**config.mk**
```make
export PLATFORM = sky130hd
export DESIGN_NAME = wishbone_arbiter_2m
export DESIGN_NICKNAME = d
export VERILOG_FILES = /design/src/rtl/wishbone_arbiter_2m_pkg.sv /design/src/rtl/wb_arb_watchdog.sv /design/src/rtl/wishbone_arbiter_2m.sv
export SDC_FILE = /design/constraint.sdc
export NUM_CORES = 1
export LEC_CHECK = 0
export BUFFER_PORTS_ARGS = -buffer_cell sky130_fd_sc_hd__buf_2
export CAP_MARGIN = 20
export CORE_AREA = 2 2 122 124
export CTS_BUF_LIST = sky130_fd_sc_hd__clkbuf_16
export CTS_CLUSTER_SIZE = 10
export DETAILED_ROUTE_END_ITERATION = 8
export DIE_AREA = 0 0 124 126
export PLACE_DENSITY_LB_ADDON = 0.3
export SETUP_SLACK_MARGIN = 0.05
export SYNTH_ARGS = -nofsm -noshare
export SYNTH_HDL_FRONTEND = slang
export SYNTH_SLANG_ARGS = --single-unit
```
**constraint.sdc**
```tcl
create_clock -name clk -period 2.43 [get_ports clk]
set_input_delay 0.1215 -clock clk [delete_from_list [all_inputs] [get_ports clk]]
set_output_delay 0.1215 -clock clk [all_outputs]
set_load 0.02 [all_outputs]
```
**src/rtl/wishbone_arbiter_2m_pkg.sv**
```systemverilog
// rtl/wishbone_arbiter_2m_pkg.sv - shared codes for the two-master Wishbone arbiter
package wishbone_arbiter_2m_pkg;

  typedef enum logic [1:0] {
    ARB_IDLE = 2'd0,
    ARB_M0   = 2'd1,
    ARB_M1   = 2'd2
  } arb_state_e;

  localparam logic [1:0]  GrantNone    = 2'b00;
  localparam logic [1:0]  GrantM0      = 2'b01;
  localparam logic [1:0]  GrantM1      = 2'b10;
  localparam int          WdogW        = 8;
  localparam logic        RstEnable    = 1'b1;
  localparam logic        WriteDisable = 1'b0;
  localparam logic [31:0] ZeroWord     = 32'h0000_0000;

  function automatic logic [1:0] state_grant(input arb_state_e s);
    case (s)
      ARB_M0:  return GrantM0;
      ARB_M1:  return GrantM1;
      default: return GrantNone;
    endcase
  endfunction

endpackage

```
**src/rtl/wb_arb_watchdog.sv**
```systemverilog
// rtl/wb_arb_watchdog.sv - stall counter that flags a transfer waiting TIMEOUT cycles
module wb_arb_watchdog
  import wishbone_arbiter_2m_pkg::*;
#(
  parameter int TIMEOUT = 255
) (
  input  logic clk_i,
  input  logic rst_i,
  input  logic clr_i,
  input  logic en_i,
  output logic tc_o
);

  logic [WdogW-1:0] cnt_q, cnt_d;

  // clear has priority so an ack in a stalled cycle restarts the count
  always_comb begin
    cnt_d = cnt_q;
    if (clr_i) begin
      cnt_d = '0;
    end else if (en_i) begin
      cnt_d = cnt_q + 1'b1;
    end
  end

  always_ff @(posedge clk_i) begin
    if (rst_i == RstEnable) begin
      cnt_q <= '0;
    end else begin
      cnt_q <= cnt_d;
    end
  end

  assign tc_o = (cnt_q == WdogW'(TIMEOUT));

endmodule

```
**src/rtl/wishbone_arbiter_2m.sv**
```systemverilog
// rtl/wishbone_arbiter_2m.sv - two-master, one-slave Wishbone arbiter with stall watchdog
module wishbone_arbiter_2m
  import wishbone_arbiter_2m_pkg::*;
#(
  parameter int ADDR_W  = 32,
  parameter int DATA_W  = 32,
  parameter int RR_EN   = 0,
  parameter int TIMEOUT = 255
) (
  input  logic              clk,
  input  logic              rst,
  input  logic              m0_cyc_i,
  input  logic              m0_stb_i,
  input  logic              m0_we_i,
  input  logic [3:0]        m0_sel_i,
  input  logic [ADDR_W-1:0] m0_addr_i,
  input  logic [DATA_W-1:0] m0_data_i,
  output logic [DATA_W-1:0] m0_data_o,
  output logic              m0_ack_o,
  output logic              m0_err_o,
  input  logic              m1_cyc_i,
  input  logic              m1_stb_i,
  input  logic              m1_we_i,
  input  logic [3:0]        m1_sel_i,
  input  logic [ADDR_W-1:0] m1_addr_i,
  input  logic [DATA_W-1:0] m1_data_i,
  output logic [DATA_W-1:0] m1_data_o,
  output logic              m1_ack_o,
  output logic              m1_err_o,
  output logic              s_cyc_o,
  output logic              s_stb_o,
  output logic              s_we_o,
  output logic [3:0]        s_sel_o,
  output logic [ADDR_W-1:0] s_addr_o,
  output logic [DATA_W-1:0] s_data_o,
  input  logic [DATA_W-1:0] s_data_i,
  input  logic              s_ack_i,
  output logic [1:0]        grant_o
);

  arb_state_e state_q;
  logic       last_m1_q;
  logic       own_m0, own_m1, busy, own_stb;
  logic       wd_tc, wd_fire;

  assign own_m0  = (state_q == ARB_M0);
  assign own_m1  = (state_q == ARB_M1);
  assign busy    = own_m0 | own_m1;
  assign own_stb = own_m1 ? m1_stb_i : (own_m0 & m0_stb_i);
  // a real ack in the terminal-count cycle wins over the forced error
  assign wd_fire = busy & wd_tc & ~s_ack_i;

  wb_arb_watchdog #(
    .TIMEOUT(TIMEOUT)
  ) u_watchdog (
    .clk_i(clk),
    .rst_i(rst),
    .clr_i(~busy | s_ack_i | wd_fire),
    .en_i (busy & own_stb & ~s_ack_i),
    .tc_o (wd_tc)
  );

  always_ff @(posedge clk) begin
    if (rst == RstEnable) begin
      state_q   <= ARB_IDLE;
      last_m1_q <= 1'b1;
    end else begin
      case (state_q)
        ARB_IDLE: begin
          if (m0_cyc_i && m1_cyc_i) begin
            if (RR_EN != 0 && last_m1_q) begin
              state_q   <= ARB_M0;
              last_m1_q <= 1'b0;
            end else begin
              state_q   <= ARB_M1;
              last_m1_q <= 1'b1;
            end
          end else if (m0_cyc_i) begin
            state_q   <= ARB_M0;
            last_m1_q <= 1'b0;
          end else if (m1_cyc_i) begin
            state_q   <= ARB_M1;
            last_m1_q <= 1'b1;
          end
        end
        ARB_M0:  if (wd_fire || !m0_cyc_i) state_q <= ARB_IDLE;
        ARB_M1:  if (wd_fire || !m1_cyc_i) state_q <= ARB_IDLE;
        default: state_q <= ARB_IDLE;
      endcase
    end
  end

  always_comb begin
    s_cyc_o   = 1'b0;
    s_stb_o   = 1'b0;
    s_we_o    = WriteDisable;
    s_sel_o   = '0;
    s_addr_o  = '0;
    s_data_o  = '0;
    m0_ack_o  = 1'b0;
    m0_err_o  = 1'b0;
    m0_data_o = DATA_W'(ZeroWord);
    m1_ack_o  = 1'b0;
    m1_err_o  = 1'b0;
    m1_data_o = DATA_W'(ZeroWord);
    if (own_m0) begin
      s_cyc_o   = m0_cyc_i & ~wd_fire;
      s_stb_o   = m0_stb_i & ~wd_fire;
      s_we_o    = m0_we_i;
      s_sel_o   = m0_sel_i;
      s_addr_o  = m0_addr_i;
      s_data_o  = m0_data_i;
      m0_ack_o  = s_ack_i | wd_fire;
      m0_err_o  = wd_fire;
      m0_data_o = wd_fire ? DATA_W'(ZeroWord) : s_data_i;
    end else if (own_m1) begin
      s_cyc_o   = m1_cyc_i & ~wd_fire;
      s_stb_o   = m1_stb_i & ~wd_fire;
      s_we_o    = m1_we_i;
      s_sel_o   = m1_sel_i;
      s_addr_o  = m1_addr_i;
      s_data_o  = m1_data_i;
      m1_ack_o  = s_ack_i | wd_fire;
      m1_err_o  = wd_fire;
      m1_data_o = wd_fire ? DATA_W'(ZeroWord) : s_data_i;
    end
  end

  assign grant_o = state_grant(state_q);

endmodule

```
==> flow_results.org <==
** Status
- Result of the run :: complete, no violations

** Logic synthesis
- Number of different library cells in the post-synthesis netlist :: 33
- Average cell area after synthesis :: 5.58 µm²
- Of the total synthesized cell area, the portion taken by XOR and XNOR cells is 0.0253.
- Cells taking the most area after synthesis :: nand2_1 (24%), and2_1 (20%), o21ai_0 (15%), dfxtp_1 (9.6%), buf_2 (3.4%)
- Asr flop ratio synth :: 0
- Compound-Gate Fraction of Synth Area :: 0.248
- Number of instances in the synthesized netlist :: 373
- Share of the synthesized area in the top cell type :: 0.244
- Synthesis produced a netlist with a net count of 555.
- Share of synthesized area occupied by flip-flops and latches :: 0.0962
- Measured against the total synthesized area, the mux share comes to 0.00481.
- Synth Register Bits :: 10
- Main combinational cell family by area after synthesis :: simple AND/OR/NAND/NOR gates
- Cell area after synthesis :: 2080 µm²
- Top cell type by total area after synthesis :: nand2_1
- Primary FF master, synth :: dfxtp_1
- Number of warning messages in the yosys log :: 0
- Of the total synthesized cell area, the portion taken by full adders, half adders and majority gates is 0.0301.
- Number of synthesized flops with an enable pin :: 0
- The commonest cells after synthesis are nand2_1 (135), and2_1 (65), o21ai_0 (62), clkbuf_1 (15), buf_2 (14).
- Yosys instantiated no cell more often than nand2_1.
- Post-synthesis share of cell area spent on and, or, nand and nor gates :: 0.523

** STA
- Final count of hold timing violations :: 0
- Derived from the worst setup path, the maximum achievable clock frequency is 450 MHz.
- Final-layout setup total negative slack :: 0 ps
- The count of pins over their slew limit came to 0.
- For the pin with the worst max-slew slack, the measured transition is 393 ps.
- Worst slew slack as a fraction of its limit :: 0.737
- Setup repair after global routing left no endpoint under its margin.
- In the post-route analysis, the smallest setup slack over all paths is 209 ps.
- Of the available clock period, the critical path in the final layout requires 0.914.
- On the final layout, the worst clock skew is 2.84 ps.
- Hold timing on the final database bottoms out at a slack of 111 ps.
- Setup violations remaining at the end of the flow were counted as 0.
- The clock period could shrink to 2220 ps.

** Layout
- Diode insertion count for antenna repair :: 0
- Final non-filler cell total :: 856
- At the end of the flow the core is filled with cells to 0.277.
- The area growth from synthesis to layout is 90.3%.
- Sequential standard cell area :: 200 µm²
- The final layout contains 856 nets.
- Proportion of layout cells with a drive suffix above 1 :: 0.504
- Counting the fill cells in the layout gives 1606.
- Area of combinational cells with multiple inputs :: 1740 µm²
- Post-route cell area :: 3960 µm²

** Routing
- Drc violations :: 0
- Dividing the detail-routed via count by the number of cells gives 3.93.
- After detailed routing, the total wire length is 10.1 mm.
- Count of routing violations after the opening detailed-route iteration :: 133
- Post-route antenna net violation count :: 0
- The pre-antenna-repair detailed-routing pass consisted of 6 iterations.
- Total via count in the routed design :: 3362
- In the final routed layout, each cell accounts on average for 11.8 µm.

** Worst setup path
- Count of buffering cells on the critical path with inverters included :: 3
- The kind of cell with the highest combined delay along the critical path is simple AND/OR/NAND/NOR gates.
- For the worst setup path, the data required time is 2310 ps.
- Arr. time, crit path :: 2100 ps
- CP startpoint kind :: flop
- Critical path endpoint category :: output pin
- The setup path with the least slack is of type reg2out.
- Largest stage delay, worst path :: 400 ps
- The critical path goes through inv_1, ha_1, nand4_1, nor3_2, nor2_1, buf_4, and2_1, buf_2.
- In this run the worst path has a maximum fanout of 32.
- Cell type of the slowest stage on the worst timing path :: dfxtp_1

** Clock network
- TritonCTS buffer count :: 3
- TritonCTS built the clock tree.
- In this run the post-CTS setup repair buffer count came out at 0.
- Clk Tree Root Cell :: clkbuf_16
- In this run, post-CTS repair resized a total of 0 instances.
- No sink is reached through more buffers than the 2 on the longest clock path.
- Clock-pin slew on the worst setup and hold paths :: 40 ps
- At the later pin of the worst-skew pair, clock insertion delay measures 240 ps.
- Hold repair after CTS inserted 0 buffers.
- Clock sink total :: 10
- Max H-tree Level :: 1

** Placement
- In this run the cell area measured after placement is 3880 µm².
- Cell total after placement :: 853
- Place WS :: 432 ps
- The HPWL after detailed placement is 8.43 mm.
- Final weighted congestion in routability-driven placement :: 0.753
- Buffers placed on the I/O ports in this run total 317.

** Pwr
- PD cells :: 363 nW/µm²
- The worst-case IR drop observed on VDD is 0.223 mV.
- Part of the total power dissipated in combinational logic :: 0.680
- Overall power of the completed layout :: 1.44 mW
- In this run the power spent charging and discharging nets is 0.685 mW.
- Sequential share of power :: 0.121
- Summed over all cells, the static leakage comes to 2.19 nW.
- Clock network fraction of total power :: 0.200
- Of the total power, the share spent switching nets is 0.477.
- The internal portion of the total power is 0.751 mW.

** GRT
- Entering global routing, the biggest net connects 82 pins.
- Number of antenna violations at the first check in global routing :: 0
- Global-route wire length before repair :: 14.3 mm
- Final global-route overflow total :: 0
- The via count of the first global-routing pass is 2814.
- Total routing resource utilization after global routing :: 0.115

** Floorplanning
- The initial utilization of the core area, before any placement, comes to 0.145.
- The core region is 14300 µm².
- Standard-cell rows :: 44
- Number of top-level pins :: 318
- Die footprint :: 15600 µm²
- From left edge to right edge, the die measures 124 µm.
- Die span in y :: 126 µm

** Run
- The tool flagged a number of max-cap violations equal to 0.

** Worst hold path
- Worst hold-check path type :: in2reg
logic make-up after synthesis:
logic type               after synthesis
flip-flops                            10
AO/OA/AOI/OAI                         86
multiplexers                           1
buffers and inverters                 36
XOR/XNOR                               6
adder cells (fa/ha/maj)                5
AND/OR/NAND/NOR                      229
worst reg2reg max path: stages (launching register included):
cell      delay (ps)
dfxtp_1          400
inv_1            110
ha_1             330
nand4_1          130
buf_4            190
o31ai_2          300
o21bai_1         100
a32o_1           200
cells in the final DEF, fill, tap and decap left out, drive strengths merged, types with 2 or more instances in the layout:
master,count
o21ai,66
inv,7
nand2b,2
xnor2,6
nor2,13
nor2b,3
a2111oi,3
dfxtp,10
nor3b,2
nand2,135
nand3,3
buf,325
and2,65
a21oi,3
a22o,6
a211oi,2
ha,5
nand4,3
clkbuf,3
layer usage:
layer	global-route usage	vias up	part of all wire
met1	0.132	1388	0.39
met4	0.0258	0	0.012
met3	0.0181	12	0.082
met5	0	-	0
met2	0.218	151	0.51
li1	-	1811	-
area by class of cell:
cell class | instances | area share
well taps | 184 | 0.0582
multi-input cells | 327 | 0.440
clock buffers | 3 | 0.0190
repair buffers | 325 | 0.425
inverters | 7 | 0.00664
flip-flops and latches | 10 | 0.0506
sequential cells by signal (all words and copies together), names as in the netlist:
| register | cells |
|---|---|
| state_q | 2 |
| u_watchdog.cnt_q | 8 |
power groups by stage:
| stage | combinational, mW | sequential [mW] | clock, mW |
|---|---|---|---|
| after floorplan | 0.570 | 0.174 | 0 |
| after global placement | 0.991 | 0.176 | 0 |
| after global routing | 1.08 | 0.174 | 0.301 |
| final | 0.976 | 0.173 | 0.287 |
| after detailed placement | 0.988 | 0.176 | 0 |
| after CTS | 0.991 | 0.173 | 0.294 |
path summary, 6_finish.rpt:
path | end | cells after the start | start | slack (ps)
hold reg to reg | u_watchdog.cnt_q[1]$_SDFFE_PP0P_ | 2 | u_watchdog.cnt_q[1]$_SDFFE_PP0P_ | 530
setup reg to reg | state_q[0]$_SDFFE_PP0P_ | 7 | state_q[0]$_SDFFE_PP0P_ | 550
hold / removal | state_q[1]$_SDFFE_PP0P_ | 2 | rst | 110
setup / recovery | m1_data_o[3] | 8 | state_q[0]$_SDFFE_PP0P_ | 210
No activity file was read; power rests on OpenSTA's default activity.
